$ cat config.mk
export PLATFORM = sky130hd
export DESIGN_NAME = inst_fetch_buffer
export DESIGN_NICKNAME = d
export VERILOG_FILES = /design/src/rtl/inst_fetch_buffer_pkg.sv /design/src/rtl/inst_fetch_buffer_mem.sv /design/src/rtl/inst_fetch_buffer.sv
export SDC_FILE = /design/constraint.sdc
export NUM_CORES = 1
export LEC_CHECK = 0
export ABC_AREA = 1
export BUFFER_PORTS_ARGS = -buffer_cell sky130_fd_sc_hd__buf_4
export CAP_MARGIN = 20
export CORE_ASPECT_RATIO = 2
export CORE_MARGIN = 10
export CORE_UTILIZATION = 44
export DETAILED_ROUTE_END_ITERATION = 8
export GPL_TIMING_DRIVEN = 0
export PLACE_DENSITY = 0.65
export SYNTH_ARGS = -nofsm -noshare
export SYNTH_HDL_FRONTEND = slang
export SYNTH_SLANG_ARGS = --single-unit
$ cat constraint.sdc
create_clock -name clk -period 5.7 [get_ports clk]
set_input_delay 0.57 -clock clk [delete_from_list [all_inputs] [get_ports clk]]
set_output_delay 0.57 -clock clk [all_outputs]
set_load 0.02 [all_outputs]
$ cat src/rtl/inst_fetch_buffer_pkg.sv
// Shared fetch/decode definitions: canonical NOP,
// instruction field bit ranges, queue entry layout.
package inst_fetch_buffer_pkg;

  localparam logic [31:0] NOP_INSTR = 32'h00000013;

  localparam int OP_LO  = 0;
  localparam int OP_HI  = 6;
  localparam int RD_LO  = 7;
  localparam int RD_HI  = 11;
  localparam int FN3_LO = 12;
  localparam int FN3_HI = 14;
  localparam int RS1_LO = 15;
  localparam int RS1_HI = 19;
  localparam int RS2_LO = 20;
  localparam int RS2_HI = 24;
  localparam int FN7_LO = 25;
  localparam int FN7_HI = 31;

  typedef struct packed {
    logic [31:0] pc;
    logic [31:0] instr;
  } fb_entry_t;

endpackage

$ cat src/rtl/inst_fetch_buffer_mem.sv
// fetch_buf_mem: DEPTH x 64-bit register array,
// one write port, one async read port, no reset.
module fetch_buf_mem
  import inst_fetch_buffer_pkg::*;
#(
  parameter int DEPTH = 4,
  parameter int PW    = $clog2(DEPTH)
) (
  input  logic      clk,
  input  logic      we,
  input  logic [PW-1:0] waddr,
  input  fb_entry_t wdata,
  input  logic [PW-1:0] raddr,
  output fb_entry_t rdata
);

  fb_entry_t mem [DEPTH];

  // Write port; contents are never reset
  always_ff @(posedge clk) begin
    if (we) mem[waddr] <= wdata;
  end

  assign rdata = mem[raddr];

endmodule

$ cat src/rtl/inst_fetch_buffer.sv
// Fetch-to-decode queue with flush and NOP head.
// Optional same-cycle bypass: INST_FETCH_BUF_BYPASS_EN.
module inst_fetch_buffer #(
  parameter int          DEPTH     = 4,
  parameter logic [31:0] NOP_INSTR =
    inst_fetch_buffer_pkg::NOP_INSTR
) (
  input  logic        clk,
  input  logic        rst,
  input  logic        flush,
  input  logic        push_valid,
  output logic        push_ready,
  input  logic [31:0] push_pc,
  input  logic [31:0] push_instr,
  input  logic        pop_en,
  output logic        out_valid,
  output logic [31:0] out_pc,
  output logic [31:0] out_instr,
  output logic [6:0]  out_op,
  output logic [2:0]  out_fn3,
  output logic [6:0]  out_fn7,
  output logic [4:0]  out_rs1,
  output logic [4:0]  out_rs2,
  output logic [4:0]  out_rd,
  output logic [$clog2(DEPTH):0] count
);

  import inst_fetch_buffer_pkg::*;

  localparam int PW = $clog2(DEPTH);
  localparam int CW = PW + 1;

  logic [PW-1:0] wr_ptr;
  logic [PW-1:0] rd_ptr;
  logic [CW-1:0] cnt_q;

  fb_entry_t wr_data;
  fb_entry_t rd_data;
  fb_entry_t head;

  logic stored;
  logic byp;
  logic push;
  logic pop;
  logic byp_take;
  logic do_wr;
  logic do_rd;
  logic mem_we;

  assign stored     = cnt_q != '0;
  assign push_ready = cnt_q != CW'(DEPTH);

`ifdef INST_FETCH_BUF_BYPASS_EN
  assign byp = ~stored & push_valid;
`else
  assign byp = 1'b0;
`endif

  assign out_valid = stored | byp;
  assign push      = push_valid & push_ready;
  assign pop       = pop_en & out_valid;
  // A bypassed entry consumed at once is never stored
  assign byp_take  = byp & pop_en;
  assign do_wr     = push & ~byp_take;
  assign do_rd     = pop & ~byp_take;
  assign mem_we    = do_wr & ~flush & ~rst;

  assign wr_data.pc    = push_pc;
  assign wr_data.instr = push_instr;

  fetch_buf_mem #(
    .DEPTH (DEPTH),
    .PW    (PW)
  ) u_mem (
    .clk   (clk),
    .we    (mem_we),
    .waddr (wr_ptr),
    .wdata (wr_data),
    .raddr (rd_ptr),
    .rdata (rd_data)
  );

  // Head select: bypass, stored entry, or NOP
  always_comb begin
    head.pc    = '0;
    head.instr = NOP_INSTR;
    if (byp) begin
      head = wr_data;
    end else if (stored) begin
      head = rd_data;
    end
  end

  assign out_pc    = head.pc;
  assign out_instr = head.instr;
  assign out_op    = out_instr[OP_HI:OP_LO];
  assign out_fn3   = out_instr[FN3_HI:FN3_LO];
  assign out_fn7   = out_instr[FN7_HI:FN7_LO];
  assign out_rs1   = out_instr[RS1_HI:RS1_LO];
  assign out_rs2   = out_instr[RS2_HI:RS2_LO];
  assign out_rd    = out_instr[RD_HI:RD_LO];
  assign count     = cnt_q;

  // Pointer/occupancy control: rst > flush > push/pop
  always_ff @(posedge clk) begin
    if (rst) begin
      wr_ptr <= '0;
      rd_ptr <= '0;
      cnt_q  <= '0;
    end else if (flush) begin
      wr_ptr <= '0;
      rd_ptr <= '0;
      cnt_q  <= '0;
    end else begin
      if (do_wr) wr_ptr <= wr_ptr + PW'(1);
      if (do_rd) rd_ptr <= rd_ptr + PW'(1);
      unique case (1'b1)
        do_wr & ~do_rd: cnt_q <= cnt_q + CW'(1);
        do_rd & ~do_wr: cnt_q <= cnt_q - CW'(1);
        default: ;
      endcase
    end
  end

endmodule

**Word level (Yosys, flattened, before mapping)**

Memory sizes are Yosys's and may differ from the RTL's. A register that Yosys moved wholly into a read port is not among the register bits.
Cells that the tools add are included.
W data, S select, Z words.

- Bits in registers: 7
- RAM bits: 256
- Input port bits: 69
- Output and inout port bits: 101
- Word-level logic and storage cells: 28
- Memories kept: 1

Memories:

| memory | words | bits a word | read ports | clocked after memory_dff | wr ports | line | source |
|---|---|---|---|---|---|---|---|
| u_mem.mem | 4 | 64 | 1 | 1 | 1 | inst_fetch_buffer_mem.sv:17 | `fb_entry_t mem [DEPTH];` |

- $add $sub $neg: 4
- Equality and inequality tests: 1
- Mux-type cells: 6
- Bitwise operators: 10
- Reductions and logical operators: 3

Operators with widths:

| operator | number |
|---|---|
| $mux W64 | 1 |
| $and A1 B1 Y1 | 6 |
| $pmux W3 S2 | 1 |
| $add A2 B1 Y2 const B | 2 |
| $mux W2 | 2 |
| $not A1 Y1 | 4 |
| $add A3 B1 Y3 const B | 1 |
| $ne A3 B3 Y1 const B | 1 |
| $reduce_bool A3 Y1 | 1 |
| $sub A3 B1 Y3 const B | 1 |
| $mux W1 | 2 |
| $reduce_bool A2 Y1 | 1 |
| $reduce_or A2 Y1 | 1 |

**Depth between registers and ports, before layout**

Gate-level depths: netlist (run 1).

- Word-level depth: 6
- Mapped depth: 13
- Gate-level depth less buffers: 13

**Hierarchy**

From an unflattened synthesis (run 1), not the netlist that was laid out.

- Cells, all modules: 1230
- Area, all modules: 11927.7 sq um

By module, submodules not included:

| module | times used | cells each | area each (sq um) | sequential area each (sq um) |
|---|---|---|---|---|
| fetch_buf_mem | 1 | 1010 | 10761.6 | 7687.4 |
| inst_fetch_buffer | 1 | 220 | 1166.1 | 140.1 |

**Worst setup path before layout (run 1)**

No wires, ideal clock.

- Kind: in2reg
- Start: input port push_valid
- End: memory u_mem.mem[0][0] (netlist bit) (enable)
- Library setup time: 487 ps
- Data arrival time: 3739 ps
- Data required time: 5213 ps
- Path slack: 1474 ps
- Stages on the path: 3
- Path buffers: 0
- Cell sequence: a21boi_0 nand2_1 nor2_1

- Cells in the longest elaborated chain, start to end: 5

RTL lines:

| element | line | source |
|---|---|---|
| start: declaration | inst_fetch_buffer.sv:11 | `input logic push_valid,` |
| $and A1 B1 Y1 | inst_fetch_buffer.sv:60 | `assign push = push_valid & push_ready;` |
| $and A1 B1 Y1 (2 in series) | inst_fetch_buffer.sv:66 | `assign mem_we = do_wr & ~flush & ~rst;` |
| $mux W1 | inst_fetch_buffer_mem.sv:21 | `if (we) mem[waddr] <= wdata;` |
| $mux W1 (implied by the code) | inst_fetch_buffer_mem.sv:21 |  |
| end: declaration | inst_fetch_buffer_mem.sv:17 |  |

Every way passes these cells.

**Worst setup path after layout (run 1)**

- Start: register cnt_q[1], in the netlist count[1]
- End: output port out_instr[12]

- Cells in the longest elaborated chain, start to end: 2

RTL lines:

| element | line | source |
|---|---|---|
| start: declaration | inst_fetch_buffer.sv:35 | `logic [CW-1:0] cnt_q;` |
| start signal: assignment | inst_fetch_buffer.sv:118 | `do_wr & ~do_rd: cnt_q <= cnt_q + CW'(1);` |
| start signal: assignment | inst_fetch_buffer.sv:119 | `do_rd & ~do_wr: cnt_q <= cnt_q - CW'(1);` |
| $reduce_bool A3 Y1 | inst_fetch_buffer.sv:50 | `assign stored = cnt_q != '0;` |
| $mux W64 | inst_fetch_buffer.sv:89 | `end else if (stored) begin` |
| end: declaration | inst_fetch_buffer.sv:18 | `output logic [31:0] out_instr,` |

Every way passes these cells.

==> flow_summary_export.csv, run 1 <==
group,metric,value,unit
finish,drive_gt1_share,25.8,%
route,totalWireLength,26000,um
logic_synthesis,ys.warnings.count,0,
setup_path,reg2reg_slack,3.14,ns
worst_hold_path,min_from,"push_pc[24]",
placement,dp_hpwl,17900,um
finish,stdcell_area,0.0132,mm2
setup_path,rr_endpoint,"u_mem.mem[3][38]",
timing,maxSlewHeadroom,44.3,%
setup_path,endpoint_kind,"output pin",
setup_path,r2r_cells,5,
cts,clk_pin_slew,0.06,ns
finish,fillCellCount,2000,
logic_synthesis,syn_inst,859,
cts,cts_tree,"done",
global_route,antenna_found_initial,1,
route,first_pass_iters,5,
timing,setup_viol,0,
setup_path,critPathMaxFanout,10,
power,ir_worst_vdd,0.277,mV
finish,finalNonFillerCells,1364,
job,cap_violations,0,
setup_path,cp.required,5.13,ns
power,power,0.00409,W
placement,gp_congestion,0.778,
cts,worst_skew_pair.late_latency,0.52,ns
cts,cts_sinks,265,
timing,finalHoldViolations,0,
floorplanning,die-height,240,um
timing,slew_violations,0,
timing,layout_setup_ws,2.86,ns
finish,fin_nets,1136,
route,drtIter0Drc,445,
finish,seq_area,0.00787,mm2
timing,period_minus_slack,2.85,ns
placement,pre_cts_ws,2.86,ns
timing,period_share,49.9,%
cts,post-cts-setup-buffers,0,
logic_synthesis,synth_nets,934,
setup_path,r2r_start,"count[1]",
power,p_leak,4.95,nW
placement,place_area,0.0125,mm2
route,drc,0,
floorplanning,core_area,0.0239,mm2
cts,ctsResizeCount,0,
timing,worst_pin_slew,0.834,ns
route,vias,7022,
logic_synthesis,yosys-top-cells-area,"edfxtp_1, nor2_1, o21ai_0",
power,power.density,309,mW/mm2
placement,place.port_buffers,169,
placement,dp.cells,1323,
status,status,"finished clean",
logic_synthesis,ys_seq_area_share,73.7,%
timing,max_freq,0.351,GHz
timing,rsz0062_at_grt,"false",
finish,multi_input_area,0.00221,mm2
cts,ctsHoldBuffers,0,
cts,cts_made_buffers,23,
worst_hold_path,min_path_type,"input port to register",
route,ant_nets,0,
logic_synthesis,yosysTopAreaCell,"edfxtp_1",
setup_path,startpoint,"count[1]",
setup_path,critical_path_class,"register to output pin",
floorplanning,pin_count,170,
setup_path,worstSetupEndpoint,"out_instr[12]",
setup_path,arrival,2.27,ns
global_route,grt_first_pass_wirelength,39400,um
global_route,grt_overflow,0,
cts,root_buffer,"clkbuf_16",
global_route,track_usage,16.4,%
logic_synthesis,avgSynthCellArea,12.4,um2
cts,cts_buffer_depth,3,
logic_synthesis,synth_top_area_share,72.0,%
worst_hold_path,hold_depth,1,
logic_synthesis,synth-seq-cells,265,
floorplanning,initial_core_util,44.6,%
global_route,grt_pass1_vias,7300,
floorplanning,dieWidth,130,um
route,routedWlPerCell,19.0,um
finish,area_delta_synth_final,23.9,%
finish,final_util,55.3,%
setup_path,startpoint_type,"register",
cts,htreeDepth,1,
floorplanning,die_area,0.0313,mm2
route,viasPerCell,5.15,
logic_synthesis,synth_area,0.0107,mm2
global_route,grt_max_degree,29,
floorplanning,rows,80,
timing,finalClockSkew,0.0147,ns
logic_synthesis,ys_types,19,
flip-flops by register name (all words and copies together), names as in the netlist, named ones only:
signal     count
count          3
u_mem.mem    256
rd_ptr         2
wr_ptr         2
placed cells by master, fill, tap and decap left out:
master     netlist  layout
a21boi_0         1       1
diode_2          0       2
bufinv_16        0       3
o21ai_0        122     122
nor2_1         259     255
clkinv_2         0       3
o21ai_1          5       5
clkinv_1         0       5
buf_6           16      16
inv_2            3       3
buf_12           0       7
nand3_1          4       4
buf_4           34     203
buf_1            6       6
nand2_1         27      27
clkbuf_16        0      23
buf_16           0       1
nand3b_1         1       1
dfxtp_1          9       9
clkbuf_1        10      14
inv_1           17      17
ha_1             5       5
fa_1             1       1
inv_6            0       1
buf_2           13      13
a21oi_1         70      70
nor2_4           0       4
edfxtp_1       256     256
worst min-delay path by stage:
stage,to,slack [ns]
after floorplan,register,0.46
after global placement,rd_ptr[1],0.49
after detailed placement,rd_ptr[1],0.50
after CTS,u_mem.mem[1][4],0.21
after global routing,u_mem.mem[1][52],0.23
final,u_mem.mem[0][56],0.25
where the power goes:
part / internal [W] / switching (W)
Sequential: 0.00216 / 0.00000666
Combinational: 0.000165 / 0.000241
Clock: 0.000873 / 0.000644
Total: 0.00320 / 0.000892
kinds of logic after synthesis:
kind of cell / Yosys count / synth area share (%)
simple gates: 291 / 10.3
flops: 265 / 73.7
buf+inv: 99 / 5.95
compound gates: 198 / 9.30
fa+ha+maj: 6 / 0.773
through the flow:
| stage | hold slack, ns | TNS, ns |
|---|---|---|
| 2_1_floorplan | 0.460 | 0 |
| 3_3_place_gp | 0.489 | -258.90 |
| 3_5_place_dp | 0.496 | 0 |
| 4_1_cts | 0.214 | 0 |
| 5_1_grt | 0.228 | 0 |
| 6_report | 0.248 | 0 |
cells in the mapped netlist:
cell,count
inv_2,3
nand3b_1,1
buf_2,13
a21oi_1,70
inv_1,17
o21ai_1,5
buf_6,16
clkbuf_1,10
nand3_1,4
o21ai_0,122
a21boi_0,1
dfxtp_1,9
buf_1,6
ha_1,5
fa_1,1
buf_4,34
edfxtp_1,256
nor2_1,259
nand2_1,27
worst max-delay path, cell delays in order (launching register included):
cell and delay [ns]:
dfxtp_1 0.34, nor2_1 0.18, nand2_1 0.26, inv_2 0.26
buf_2 0.29, a21oi_1 0.13, buf_4 0.16, buf_4 0.15
layout make-up:
cell class	instances	share of cell area [%]
Sequential cell	265	59.4
Multi-Input combinational cell	495	16.7
Timing Repair Buffer	177	10.9
Clock buffer	27	4.46
Buffer	79	4.24
Tap cell	287	2.71
Clock inverter	12	1.00
Inverter	20	0.567
Antenna cell	2	0.0378
metal layers:
metal	global-route usage [%]	vias to the layer above	part of all wire, %
met4	7.19	0	2.7
met1	16.8	3385	35
met3	2.69	44	6.5
met2	31.2	218	56
li1	-	3375	-
met5	0	-	0
Note: power is estimated with default switching activity, not from simulation.
==> inputs of run 2 (changes only) <==
--- a/config.mk
+++ b/config.mk
@@ -13,7 +13,7 @@
 export CORE_UTILIZATION = 44
 export DETAILED_ROUTE_END_ITERATION = 8
 export GPL_TIMING_DRIVEN = 0
-export PLACE_DENSITY = 0.65
+export PLACE_DENSITY = 0.67
 export SYNTH_ARGS = -nofsm -noshare
 export SYNTH_HDL_FRONTEND = slang
 export SYNTH_SLANG_ARGS = --single-unit
==> constraint.sdc (replaced) <==
create_clock -name clk -period 2.3 [get_ports clk]
set_input_delay 0.23 -clock clk [delete_from_list [all_inputs] [get_ports clk]]
set_output_delay 0.23 -clock clk [all_outputs]
set_load 0.02 [all_outputs]
==> run 2 against run 1 <==
Against the previous run:
- final area grew 5.9%
- via count grew 3.1%
- routed wire length grew 3.0%
- global-route usage increased by 0.47 points
- hold slack got worse by 0.22 ns
- critical path type unchanged
- largest power group unchanged
==> flow_summary_export.csv, run 2 (same netlist as run 1, synthesis figures left out) <==
group,metric,value,unit
cts,worst_skew_pair.late_latency,0.52,ns
setup_path,max_stage_delay,0.37,ns
timing,worst_pin_slew,0.600,ns
power,pwr-share-comb,11.3,%
floorplanning,pin_count,170,
timing,period_share,96.2,%
finish,fillCellCount,1880,
finish,area_delta_synth_final,31.2,%
floorplanning,core_area,0.0239,mm2
finish,final_util,58.6,%
route,drtIter0Drc,421,
setup_path,critical_path_class,"register to output pin",
cts,cts_buffer_depth,3,
placement,dp_hpwl,18100,um
worst_hold_path,min_from,"pop_en",
finish,layout_common_cells,"edfxtp_1, nor2_1, buf_4",
route,viasPerCell,5.06,
global_route,track_usage,16.9,%
finish,fin_nets,1204,
floorplanning,rows,80,
global_route,antenna_found_initial,1,
setup_path,cp.required,2.07,ns
timing,setup_tns,0,ns
worst_hold_path,min_to,"rd_ptr[1]",
worst_hold_path,hold_depth,3,
power,power.internal,0.00781,W
placement,gp_congestion,0.801,
global_route,grt_pass1_vias,7634,
power,ir_worst_vdd,0.619,mV
status,status,"finished clean",
worst_hold_path,min_path_type,"input port to register",
route,vias,7242,
floorplanning,die_area,0.0313,mm2
cts,htreeDepth,1,
floorplanning,die-height,240,um
timing,maxSlewHeadroom,59.9,%
cts,cts_tree,"done",
placement,place.port_buffers,169,
timing,rsz0062_at_grt,"true",
global_route,grt_overflow,0,
power,swShare,23.0,%
global_route,grt_max_degree,29,
setup_path,critPathMaxFanout,10,
timing,period_minus_slack,2.21,ns
power,p_clk_share,35.8,%
route,first_pass_iters,5,
setup_path,startpoint_type,"register",
timing,finalHoldViolations,0,
route,drc,0,
power,seqPwrFrac,52.9,%
global_route,grt_first_pass_wirelength,40700,um
timing,max_freq,0.452,GHz
setup_path,arrival,1.98,ns
setup_path,endpoint_kind,"output pin",
route,ant_nets,0,
timing,slew_violations,0,
power,p_leak,5.27,nW
finish,drive_gt1_share,27.9,%
floorplanning,dieWidth,130,um
cts,cts_sinks,265,
cts,root_buffer,"clkbuf_16",
setup_path,rr_endpoint,"count[2]",
finish,top_register,"u_mem.mem",
job,cap_violations,0,
timing,whs,0.0305,ns
floorplanning,initial_core_util,44.6,%
timing,finalClockSkew,0.0104,ns
setup_path,r2r_start,"count[1]",
finish,layout_commonest_cell,"edfxtp_1",
setup_path,r2r_cells,14,
setup_path,reg2reg_slack,0.25,ns
power,p_sw,0.00233,W
route,routedWlPerCell,18.7,um
cts,clk_pin_slew,0.07,ns
route,totalWireLength,26800,um
timing,setup_viol,0,
setup_path,path_cells,"buf_12, buf_4, buf_6, nor2_1, nor2_1, o21ai_0, a21oi_1, buf_4",
cts,cts_made_buffers,23,
power,power.density,724,mW/mm2
setup_path,critPathSlowestCell,"dfxtp_2",
finish,largest_reg_flops,256,
## run 2: power by group through the flow
stage               Clock (W)  Combinational (W)  Sequential, W
finish                0.00363            0.00114        0.00537
CTS                   0.00368            0.00115        0.00537
global route          0.00391            0.00123        0.00537
floorplan                   0           0.000518        0.00547
detailed placement          0            0.00103        0.00547
global placement            0            0.00100        0.00547
## run 2: per-layer routing
metal	GRT usage (%)	wire length, um	share of wire, %	up-vias
li1	-	-	-	3513
met1	16.9	9440	35	3471
met2	32.9	15100	57	207
met3	2.32	1370	5.1	51
met4	7.29	801	3.0	0
met5	0	0	0	-
## run 2: per-stage QoR
step                      std cells  setup WS [ns]  power, W  cell area [um2]
final                          1432         0.0869    0.0101            14000
after global routing           1432        -0.0185    0.0105            14000
after CTS                      1429       -0.00234    0.0102            13900
after detailed placement       1323         0.0337   0.00650            12500
after global placement         1315          -1.02   0.00648            12300
after floorplan                 859         0.0441   0.00599            10700
## run 2: area by class of cell
| cell class | count | area, um2 | area share (%) |
|---|---|---|---|
| Antenna cell | 1 | 2.50 | 0.0179 |
| Buffer | 79 | 641 | 4.57 |
| Clock buffer | 25 | 583 | 4.16 |
| Clock inverter | 15 | 113 | 0.803 |
| Inverter | 20 | 77.6 | 0.553 |
| Multi-Input combinational cell | 495 | 2260 | 16.1 |
| Sequential cell | 265 | 7870 | 56.2 |
| Tap cell | 287 | 359 | 2.56 |
| Timing Repair Buffer | 245 | 2110 | 15.0 |
## run 2: critical path: cells and delay by family, from the launching register on
family                 cells  cell delay (ns)
AND/OR/NAND/NOR            2             0.12
flip-flops                 1             0.37
AO/OA/AOI/OAI              2             0.37
buffers and inverters      4             0.62
## run 2: what timing repair did
action | CTS | global route
buffers inserted | 1 | 2
hold endpoints to repair | 258 | 0
gates cloned | 0 | 0
endpoints found under the setup margin | 92 | 53
hold buffers | 65 | 0
pin swaps | 1 | 7
resized for setup | 34 | 31
## run 2: how the worst max path moves through the flow
stage	slack, ns	end	startpoint	cells after the start
after global routing	-0.02	out_rd[1]	register	8
after detailed placement	0.03	u_mem.mem[3][35]	flush	5
after global placement	-1.02	u_mem.mem[3][36]	flush	4
after CTS	-0.002	out_rs2[2]	register	8
after floorplan	0.04	u_mem.mem[0][0]	count[1]	4
final	0.09	out_pc[22]	register	8
==> inputs of run 3 (changes only) <==
==> constraint.sdc (replaced) <==
create_clock -name clk -period 2.3 [get_ports clk]
set_input_delay 0.23 -clock clk [delete_from_list [all_inputs] [get_ports clk]]
set_output_delay 0.23 -clock clk [all_outputs]
set_load 0.05 [all_outputs]
==> run 3 against run 2 <==
Against the previous run:
- total power is 7.7% higher
- cell count is 0.35% higher
- first-iteration DRC count is 3.6% higher
- final area is 2.2% higher
- utilization is 1.3 points higher
- global-route usage is 0.22 points higher
- combinational power is 33% higher
- largest cell class unchanged
==> flow_summary_export.csv, run 3 (same netlist as run 1, synthesis figures left out) <==
group,metric,value,unit
finish,area_delta_synth_final,34.2,%
finish,fin_nets,1205,
cts,cts_tree,"done",
worst_hold_path,min_from,"pop_en",
global_route,grt_first_pass_wirelength,41100,um
global_route,grt_overflow,0,
finish,fillCellCount,1860,
timing,worst_pin_slew,0.956,ns
worst_hold_path,min_path_type,"input port to register",
route,vias,7267,
route,drtIter0Drc,436,
setup_path,startpoint_type,"register",
cts,worst_skew_pair.late_latency,0.52,ns
power,power.density,763,mW/mm2
timing,finalHoldViolations,0,
status,status,"finished clean",
finish,layout_common_cells,"edfxtp_1, nor2_1, buf_4",
timing,slew_violations,0,
route,routedWlPerCell,19.0,um
placement,gp_congestion,0.783,
route,ant_nets,0,
finish,drive_gt1_share,30.0,%
placement,dp_hpwl,18100,um
cts,cts_made_buffers,23,
finish,stdcell_area,0.0143,mm2
route,drc,0,
floorplanning,die-height,240,um
placement,place.port_buffers,169,
cts,root_buffer,"clkbuf_16",
floorplanning,core_area,0.0239,mm2
power,power,0.0109,W
route,first_pass_iters,5,
timing,setup_viol,0,
finish,top_register,"u_mem.mem",
setup_path,reg2reg_slack,0.13,ns
timing,finalClockSkew,0.0159,ns
finish,seq_area,0.00788,mm2
floorplanning,dieWidth,130,um
cts,cts_buffer_depth,3,
setup_path,r2r_start,"count[1]",
job,cap_violations,0,
timing,whs,0.0341,ns
placement,place_area,0.0127,mm2
timing,rsz0062_at_grt,"true",
cts,post-cts-setup-buffers,0,
global_route,track_usage,17.1,%
cts,htreeDepth,1,
setup_path,critPathMaxFanout,10,
setup_path,cp.required,2.07,ns
timing,period_share,97.4,%
timing,max_freq,0.447,GHz
floorplanning,initial_core_util,44.6,%
setup_path,critical_path_class,"register to output pin",
cts,cts_sinks,265,
floorplanning,die_area,0.0313,mm2
route,viasPerCell,5.06,
power,p_leak,5.35,nW
global_route,grt_max_degree,29,
setup_path,arrival,2.01,ns
global_route,antenna_found_initial,4,
setup_path,endpoint_kind,"output pin",
finish,largest_reg_flops,256,
global_route,grt_pass1_vias,7589,
power,ir_worst_vdd,0.856,mV
finish,layout_commonest_cell,"edfxtp_1",
floorplanning,rows,80,
floorplanning,pin_count,170,
timing,period_minus_slack,2.24,ns
timing,maxSlewHeadroom,36.2,%
cts,clk_pin_slew,0.06,ns
route,totalWireLength,27300,um
finish,multi_input_area,0.00238,mm2
run 3: changes by cell type in the layout (fill, tap and decap cells not counted), sizes merged:
cell      previous run  this run
clkbuf              34        39
diode                1         4
nor2               259       261
clkinv               9         7
inv                 22        20
clkinvlp             3         2
buf                250       246
bufinv               1         5
run 3: report_power, final:
part / internal (W) / leakage, nW / switching (W)
clock: 0.00240 / 0.380 / 0.00164
combinational: 0.000532 / 2.59 / 0.000984
sequential: 0.00535 / 2.39 / 0.0000183
total: 0.00828 / 5.35 / 0.00265
run 3: path summary, 6_finish.rpt:
kind / endpoint / cells past startpoint
max: out_rs1[2] / 8
min: register / 4
max reg2reg: u_mem.mem[0][32] / 5
min reg2reg: register / 2
run 3: final cells by class:
| class | instances | share of cell area, % |
|---|---|---|
| Antenna cell | 4 | 0.0699 |
| Clock inverter | 14 | 1.40 |
| Sequential cell | 265 | 55.0 |
| Clock buffer | 27 | 4.12 |
| Inverter | 20 | 0.559 |
| Multi-Input combinational cell | 497 | 16.6 |
| Buffer | 79 | 4.67 |
| Timing Repair Buffer | 244 | 15.1 |
| Tap cell | 287 | 2.51 |
run 3: timing repair:
action                                 CTS  global route
setup endpoints to repair              109           106
hold buffers                            65             0
pin swaps                                3             9
cloned                                   1             2
gates resized for setup                 36            34
endpoints found under the hold margin  258             0
run 3: stage by stage:
step	setup slack, ns	std cells	TNS [ns]	util [%]
2_1_floorplan	0.0153	859	0	-
3_3_place_gp	-0.917	1315	-229.74	52.1
3_5_place_dp	-0.253	1324	-14.40	52.9
4_1_cts	-0.0120	1431	-0.0569	59.3
5_1_grt	-0.0851	1437	-0.145	59.9
6_report	0.0607	1437	0	59.9
run 3: layer usage:
metal  global-route usage [%]  wire length (um)
met2                     33.7             15700
met4                     6.78               667
met5                        0                 0
met3                     2.76              1520
met1                     16.8              9370
run 3: worst max-delay path, stage by stage (launching register included):
cell,delay [ns]
dfxtp_4,0.39
buf_12,0.16
buf_6,0.16
nor2_1,0.05
nor2_1,0.07
o21ai_0,0.12
a21oi_2,0.22
buf_4,0.14
buf_4,0.18
